`src/rtl/lookahead_coeff_loader_pkg.sv`:
```
// Shared types and helpers for the lookahead coefficient loader.
// Used by lookahead_coeff_loader and lookahead_coeff_bank.
package lookahead_pkg;

    localparam int unsigned NUM_COEF = 9;

    typedef enum logic [2:0] {
        IDLE,
        LOAD,
        CHECK,
        FLUSH,
        RUN
    } state_t;

    typedef enum logic [3:0] {
        B0, B1, B2, B3, B4, B5, B6, A3, A6
    } coef_idx_t;

    function automatic int unsigned beats_per_coef(input int unsigned width, input int unsigned bus_w);
        return width / bus_w;
    endfunction

endpackage

```
`src/rtl/lookahead_coeff_bank.sv`:
```
// Shadow/active coefficient storage: chunk-wide writes into the shadow bank,
// and a commit strobe that copies the shadow (including a same-cycle write) to the active bank.
module lookahead_coeff_bank
    import lookahead_pkg::*;
#(
    parameter int unsigned WIDTH = 64,
    parameter int unsigned BUS_W = 16,
    parameter int unsigned CW    = 2
) (
    input  logic                               clk,
    input  logic                               reset,
    input  logic                               wr_en_i,
    input  logic [3:0]                         wr_coef_i,
    input  logic [CW-1:0]                      wr_chunk_i,
    input  logic [BUS_W-1:0]                   wr_data_i,
    input  logic                               commit_i,
    output logic [NUM_COEF-1:0][WIDTH-1:0]     active_o
);

    localparam int unsigned BPC = beats_per_coef(WIDTH, BUS_W);

    logic [NUM_COEF-1:0][WIDTH-1:0] shadow_q, shadow_d;
    logic [NUM_COEF-1:0][WIDTH-1:0] active_q;

    always_comb begin
        shadow_d = shadow_q;
        if (wr_en_i) begin
            for (int unsigned c = 0; c < NUM_COEF; c++) begin
                for (int unsigned k = 0; k < BPC; k++) begin
                    if (wr_coef_i == 4'(c) && wr_chunk_i == CW'(k)) begin
                        shadow_d[c][k*BUS_W +: BUS_W] = wr_data_i;
                    end
                end
            end
        end
    end

    // Commit takes shadow_d so the final beat of a load lands in the same edge.
    always_ff @(posedge clk or posedge reset) begin
        if (reset) begin
            shadow_q <= '0;
            active_q <= '0;
        end else begin
            shadow_q <= shadow_d;
            if (commit_i) begin
                active_q <= shadow_d;
            end
        end
    end

    assign active_o = active_q;

endmodule

```
`src/rtl/lookahead_coeff_loader.sv`:
```
// Coefficient loader for lookahead_structural: config-bus assembly, atomic commit, flush and sample strobe.
// Optional checksum beat enabled by defining LOOKAHEAD_COEFF_CHECKSUM_EN.
module lookahead_coeff_loader
    import lookahead_pkg::*;
#(
    parameter int unsigned WHOLE_BITS = 10,
    parameter int unsigned FRAC_BITS  = 54,
    parameter int unsigned WIDTH      = WHOLE_BITS + FRAC_BITS,
    parameter int unsigned BUS_W      = 16,
    parameter int unsigned FLUSH_CYC  = 4
) (
    input  logic             clk,
    input  logic             reset,
    input  logic             cfg_start,
    input  logic             cfg_valid,
    input  logic [BUS_W-1:0] cfg_data,
    output logic             cfg_ready,
    output logic             load_done,
    output logic             load_err,
    input  logic             adc_strobe,
    output logic             sample_ready,
    output logic             coefficients_ready,
    output logic [WIDTH-1:0] b0,
    output logic [WIDTH-1:0] b1,
    output logic [WIDTH-1:0] b2,
    output logic [WIDTH-1:0] b3,
    output logic [WIDTH-1:0] b4,
    output logic [WIDTH-1:0] b5,
    output logic [WIDTH-1:0] b6,
    output logic [WIDTH-1:0] a3,
    output logic [WIDTH-1:0] a6
);

    localparam int unsigned BPC = beats_per_coef(WIDTH, BUS_W);
    localparam int unsigned CW  = (BPC > 1) ? $clog2(BPC) : 1;

    state_t        state_q, state_d;
    logic [CW-1:0] chunk_q, chunk_d;
    logic [3:0]    coef_q, coef_d;
    logic [7:0]    flush_q, flush_d;
    logic          ready_q, ready_d;
    logic          done_q, done_d;
    logic          strobe_q;
    logic          sample_q;
    logic          wr_en;
    logic          commit;
    logic          beat;
    logic          last_beat;
    logic          load_start;
`ifdef LOOKAHEAD_COEFF_CHECKSUM_EN
    logic [BUS_W-1:0] xor_q, xor_d;
    logic             err_q, err_d;
`endif

    logic [NUM_COEF-1:0][WIDTH-1:0] active;

    assign cfg_ready  = (state_q == LOAD) || (state_q == CHECK);
    assign beat       = cfg_valid && cfg_ready;
    assign last_beat  = (coef_q == A6) && (chunk_q == CW'(BPC - 1));
    assign load_start = cfg_start && (state_q == IDLE || state_q == LOAD || state_q == RUN);

    always_comb begin
        state_d = state_q;
        chunk_d = chunk_q;
        coef_d  = coef_q;
        flush_d = flush_q;
        ready_d = ready_q;
        done_d  = 1'b0;
        wr_en   = 1'b0;
        commit  = 1'b0;
`ifdef LOOKAHEAD_COEFF_CHECKSUM_EN
        xor_d   = xor_q;
        err_d   = err_q;
`endif
        case (state_q)
            LOAD: begin
                if (beat && !cfg_start) begin
                    wr_en = 1'b1;
`ifdef LOOKAHEAD_COEFF_CHECKSUM_EN
                    xor_d = xor_q ^ cfg_data;
`endif
                    if (last_beat) begin
                        chunk_d = '0;
                        coef_d  = '0;
`ifdef LOOKAHEAD_COEFF_CHECKSUM_EN
                        state_d = CHECK;
`else
                        commit  = 1'b1;
                        done_d  = 1'b1;
                        ready_d = 1'b0;
                        flush_d = 8'(FLUSH_CYC - 1);
                        state_d = FLUSH;
`endif
                    end else if (chunk_q == CW'(BPC - 1)) begin
                        chunk_d = '0;
                        coef_d  = coef_q + 4'd1;
                    end else begin
                        chunk_d = chunk_q + CW'(1);
                    end
                end
            end
`ifdef LOOKAHEAD_COEFF_CHECKSUM_EN
            CHECK: begin
                if (beat) begin
                    if (cfg_data == xor_q) begin
                        commit  = 1'b1;
                        done_d  = 1'b1;
                        ready_d = 1'b0;
                        flush_d = 8'(FLUSH_CYC - 1);
                        state_d = FLUSH;
                    end else begin
                        err_d   = 1'b1;
                        state_d = ready_q ? RUN : IDLE;
                    end
                end
            end
`endif
            FLUSH: begin
                if (flush_q == '0) begin
                    ready_d = 1'b1;
                    state_d = RUN;
                end else begin
                    flush_d = flush_q - 8'd1;
                end
            end
            default: ;
        endcase

        // A (re)start overrides any same-cycle beat handling above.
        if (load_start) begin
            state_d = LOAD;
            chunk_d = '0;
            coef_d  = '0;
            wr_en   = 1'b0;
`ifdef LOOKAHEAD_COEFF_CHECKSUM_EN
            xor_d   = '0;
            err_d   = 1'b0;
`endif
        end
    end

    always_ff @(posedge clk or posedge reset) begin
        if (reset) begin
            state_q  <= IDLE;
            chunk_q  <= '0;
            coef_q   <= '0;
            flush_q  <= '0;
            ready_q  <= 1'b0;
            done_q   <= 1'b0;
            strobe_q <= 1'b0;
            sample_q <= 1'b0;
`ifdef LOOKAHEAD_COEFF_CHECKSUM_EN
            xor_q    <= '0;
            err_q    <= 1'b0;
`endif
        end else begin
            state_q  <= state_d;
            chunk_q  <= chunk_d;
            coef_q   <= coef_d;
            flush_q  <= flush_d;
            ready_q  <= ready_d;
            done_q   <= done_d;
            strobe_q <= adc_strobe;
            sample_q <= (state_q == RUN) && adc_strobe && !strobe_q;
`ifdef LOOKAHEAD_COEFF_CHECKSUM_EN
            xor_q    <= xor_d;
            err_q    <= err_d;
`endif
        end
    end

    lookahead_coeff_bank #(
        .WIDTH (WIDTH),
        .BUS_W (BUS_W),
        .CW    (CW)
    ) u_bank (
        .clk        (clk),
        .reset      (reset),
        .wr_en_i    (wr_en),
        .wr_coef_i  (coef_q),
        .wr_chunk_i (chunk_q),
        .wr_data_i  (cfg_data),
        .commit_i   (commit),
        .active_o   (active)
    );

    assign load_done          = done_q;
    assign sample_ready       = sample_q;
    assign coefficients_ready = ready_q;
`ifdef LOOKAHEAD_COEFF_CHECKSUM_EN
    assign load_err           = err_q;
`else
    assign load_err           = 1'b0;
`endif

    assign b0 = active[B0];
    assign b1 = active[B1];
    assign b2 = active[B2];
    assign b3 = active[B3];
    assign b4 = active[B4];
    assign b5 = active[B5];
    assign b6 = active[B6];
    assign a3 = active[A3];
    assign a6 = active[A6];

endmodule

```
`config.mk`:
```
export PLATFORM = sky130hd
export DESIGN_NAME = lookahead_coeff_loader
export DESIGN_NICKNAME = d
export VERILOG_FILES = /design/src/rtl/lookahead_coeff_loader_pkg.sv /design/src/rtl/lookahead_coeff_bank.sv /design/src/rtl/lookahead_coeff_loader.sv
export SDC_FILE = /design/constraint.sdc
export NUM_CORES = 2
export LEC_CHECK = 0
export ABC_CLOCK_PERIOD_IN_PS = 38500
export CORE_ASPECT_RATIO = 1.5
export CORE_MARGIN = 4
export CORE_UTILIZATION = 50
export CTS_CLUSTER_DIAMETER = 40
export DETAILED_ROUTE_END_ITERATION = 12
export PLACE_DENSITY_LB_ADDON = 0.25
export RECOVER_POWER = 50
export SLEW_MARGIN = 15
export SYNTH_ARGS = -nofsm -noshare
export SYNTH_HDL_FRONTEND = slang
export SYNTH_SLANG_ARGS = --single-unit
```
`constraint.sdc`:
```
create_clock -name clk -period 38.5 [get_ports clk]
set_input_delay 3.85 -clock clk [delete_from_list [all_inputs] [get_ports clk]]
set_output_delay 3.85 -clock clk [all_outputs]
set_load 0.03 [all_outputs]
```
### Word-level counts from Yosys, hierarchy flattened

Cells that the tools add are included.

* $add $sub $neg: 3
* eq/ne operators: 22
* muxes and demuxes: 66
* reductions and logical operators: 60

Operators by type and width (count)
* two-way mux 16 bit: 36
* two-way mux 576 bit: 1
* logical AND 1 bit: 41
* two-way mux 8 bit: 3
* two-way mux 4 bit: 5
* == test 4 x 3 -> 1 bit (second input constant): 4
* one-hot mux 8 bit (2 select lines): 1
* two-way mux 3 bit: 4
* AND reduction 4 bit: 3
* two-way mux 2 bit: 5
* two-way mux 1 bit: 9
* == test 4 x 2 -> 1 bit (second input constant): 2
* zero test 8 bit: 1
* subtractor 8 x 1 -> 8 bit (second input constant): 1
* == test 3 x 2 -> 1 bit (second input constant): 2
* != test 2 bit (second input constant): 3
* != test 3 bit (second input constant): 2
* one-hot mux 3 bit (2 select lines): 1
* nonzero test 2 bit: 3
* nonzero test 3 bit: 2
* adder 4 x 1 -> 4 bit (second input constant): 1
* == test 2 bit (second input constant): 2
* == test 4 x 1 -> 1 bit (second input constant): 1
* == test 4 bit (second input constant): 1
* other kinds (14): 17

* flip-flop bits (word level): 1173
* input port bits: 21
* logic and storage cells: 177

### Depth between registers and ports, before layout

* depth after elaboration: 8
* mapped depth: 11

### Cells and area by module

Synthesis repeated with hierarchy kept, for this count alone.

* cells, all modules: 4631
* area total of the unflattened synthesis: 45670.1 µm²

By module, submodules not included
* lookahead_coeff_bank: instances 1, cells an instance 4521, area an instance 44530.2 µm², sequential area each 28827.6 µm²
* lookahead_coeff_loader: instances 1, cells an instance 110, area an instance 1139.8 µm², sequential area each 525.5 µm²

### Worst setup path after synthesis

OpenSTA, ideal clock, no wires.

* path type: input port to flip-flop
* start point: input cfg_start
* end point: register u_bank.shadow_q[310] in the netlist's numbering
* library setup time: 127 ps
* data arrival time: 5071 ps
* data required time: 38373 ps
* slack: 33301 ps
* stages: 6
* buffers on the path: 2
* cell sequence: and4bb_2 and2_1 buf_6 nand2_4 buf_6 mux2_1

RTL lines
* start: declaration: RTL line lookahead_coeff_loader.sv:14 `input logic cfg_start,`
* end signal: assignment: RTL line lookahead_coeff_bank.sv:44 `shadow_q <= shadow_d;`
* end: declaration: RTL line lookahead_coeff_bank.sv:22 `logic [NUM_COEF-1:0][WIDTH-1:0] shadow_q, shadow_d;`

==> impl_results.md <==
- Outcome: complete, but fails checks
- Violated checks: max-capacitance violations, max-slew violations
- Critical path peak fanout: roughly 140
- Clk sink count: 1157
- PD cells: about 46 nW/um2
- Kind of critical path: input pin to async pin
- Worst skew pair latency: around 0.70 ns
- LEAKAGE: just over 30 nW
- Int Power: roughly 2.0 mW
- Core area: between 90000 and 100000 um2
- Design area: between 50000 and 60000 um2
- Final Critical Period: about 13 ns
- Top-count cell post-synth: nand2_1
- Hpwl dp: approximately 74000 um
- First-pass GRT wire length: 194000 um
- WHS Path Cells: 1
- Reg2reg setup slack: ~32 ns
- Yosys reg bits: between 1000 and 1500
- Worst-case reg-to-reg path depth: 7
- Largest net degree at the start of global routing: 246
- Reg-to-Reg Start: coef_q[0]
- Type of origin of the critical path: input pin
- Synth cell count leaders: nand2_1 (1491), dfrtp_1 (1157), mux2_2 (304), mux2_4 (210), clkbuf_1 (139)
- Tcrit/Tclk final: 0.338
- CTS root buf: clkbuf_16
- Clock power share: 0.477
- Port bufs: 600
- 1st-pass router iterations: 5
- Sequential Power Share: 0.489
- Die area: just under 100000 um2
- Unique cell type count in the Yosys netlist: 52
- Crit path DAT: 13.69 ns
- Pwr Total: between 2 and 3 mW
- Iter 0 DRT Violations: between 2000 and 2500
- Unrepaired setup endpoints after global routing: no
- Post-synth EDFFs: 0
- Crit-path most repeated cell: buf_4
- Initial antenna violation count: 8
- Critical R2R Capture: u_bank.active_o[379]
- Worst min path class: flip-flop to flip-flop
- Layout cells sized above 1: 0.128
- Setup repair bufs after CTS: 0
- CP Capture Type: async pin
- Psw: 0.572 mW
- Critical Path RT: 39.17 ns
- Cell area after synthesis: around 46000 um2
- Routed len/inst: between 20 and 25 um
- Slowest CP cell: clkinvlp_2
- CP max stage delay: roughly 3.2 ns
- Comb power frac: 0.034
- Family with the most delay on the worst path: buffers and inverters
- Post-synth ARST share: 1.00
- Max_cap viols: 7
- Layout Nets: 4440
- H-tree lvl count: 3
- Top cells by area, synth: dfrtp_1 (62%), nand2_1 (12%), mux2_2 (7.4%)
- Via count: 30162
- Clock Skews: roughly 0.026 ns
- Ports: 602
- Slew Viols, Final: 459
- Detailed-route DRC error count: 0
- ANT nets after route: 0
- Critical path, cell by cell: dlygate4sd3_1 -> clkinvlp_2 -> clkbuf_1 -> buf_4 -> buf_4 -> buf_4
- Gpl congestion: roughly 0.80
- Num rows: 136
- Top FF cell, synth: dfrtp_1
- Worst Hold End: sample_ready
- GRT Resource Usage Total: 0.257
- WP buf/inv: 6
- Setup TNS: 0 ns
- Max-slew headroom: -2.92
- Cells after synthesis: around 3900
- Hold-fix buffers at CTS: 0
- Avg Vias per Cell: 5.30
- Area growth syn-to-layout: 20.1%
- Die span in x: approximately 260 um
- Switch share: 0.222
- VDD IR-drop max: 0.0378 mV
- Post-synth top area share: 0.625
- Max Fclk: 76.8 MHz
- Die Span Y: roughly 380 um
- Seq/Total Area, Yosys: 0.625
- Post-cts resize count: 0
- Post-route insts no fill: approximately 5700
- TritonCTS buffer count: approximately 120
- Placed cells: about 5500
- Number of global-route vias before repair: a little over 30000
- Yosys Warn Count: 0
- Hold_sp: strobe_q
- CTS tree: yes
- Clock slew at reported path FFs: approximately 0.06 ns
- Routed WL: 127000 um
- Post-DP Area: around 53000 um2
- Endpoints failing setup: 0
- CP Depth: 6
- Fin Hold WS: approximately 0.41 ns
- Syn nets: roughly 4000
- Initial Util: 0.504
- Fin. Hold Viols: 0
- Average size of a mapped cell: around 12 um2
- Worst-margin pin slew: between 5 and 6 ns
- Max clock buf depth: 3
- GRT Residual Overflow: 0
- Synth area leader: dfrtp_1
-- through the flow --
step                      setup slack (ns)   util
after floorplan                       2.06      -
after global placement               29.67  0.573
after detailed placement             29.61  0.573
after CTS                            30.39  0.619
after global routing                 23.54  0.606
final                                25.48  0.606
-- power groups by stage --
stage	Combinational, mW	Sequential [mW]	Clock (mW)
after floorplan	0.0743	1.28	0
final	0.0881	1.26	1.23
after global routing	0.0982	1.26	1.30
after detailed placement	0.105	1.28	0
after global placement	0.103	1.28	0
after CTS	0.105	1.26	1.25
-- flip-flops by register name, summed over array words and instances, names as in the netlist --
| signal | count |
|---|---|
| load_done | 1 |
| coef_q | 4 |
| sample_ready | 1 |
| u_bank.shadow_q | 560 |
| u_bank.active_o | 576 |
| flush_q | 8 |
| coefficients_ready | 1 |
| state_q | 3 |
| chunk_q | 2 |
| strobe_q | 1 |
-- cell usage in the layout (no fill, tap or decap), types with 18 or more instances in the layout --
master / synthesis / layout
a31oi_1: 49 / 49
nor2_1: 72 / 72
nand3_1: 21 / 22
buf_4: 17 / 33
clkbuf_16: 0 / 118
o21ai_0: 103 / 104
dlygate4sd3_1: 0 / 582
dfrtp_1: 1157 / 1157
mux2i_1: 98 / 98
mux2_2: 304 / 304
bufinv_16: 0 / 18
clkbuf_8: 0 / 23
mux2_1: 30 / 239
nand2_1: 1491 / 1522
-- logic make-up (layout without fill, tap and decap cells) --
family,after synthesis,count (layout),share of synthesized area
simple gates,1647,1647,0.146
mux,642,642,0.170
buf+inv,295,868,0.0338
fa+ha+maj,10,10,0.00270
xor+xnor,5,5,0.000945
compound gates,180,180,0.0216
flops,1157,1157,0.625
other cells,1,4,0.0000809
-- metal layers --
layer	global-route usage	up-vias	part of all wire
met5	0	-	0
met4	0.0871	0	0.032
met3	0.0663	181	0.073
met2	0.408	869	0.47
met1	0.348	15396	0.42
li1	-	13716	-
-- worst max path at each step --
stage	startpoint	to	slack [ns]
global placement	reset	u_bank.active_o[467]	29.67
detailed placement	reset	u_bank.active_o[467]	29.61
CTS	reset	u_bank.active_o[463]	30.39
finish	reset	u_bank.shadow_q[472]	25.48
floorplan	reset	chunk_q[0]	2.06
global route	reset	u_bank.active_o[467]	23.54
-- layout make-up --
type,count,area [um2]
Clock buffer,153,3310
Multi-Input combinational cell,2485,14700
Timing Repair Buffer,639,6260
Inverter,10,46.3
Fill cell,7467,36200
Clock inverter,66,938
Sequential cell,1157,29000
Tap cell,1173,1470
Antenna cell,3,7.51
(Power assumes the default switching activity.)
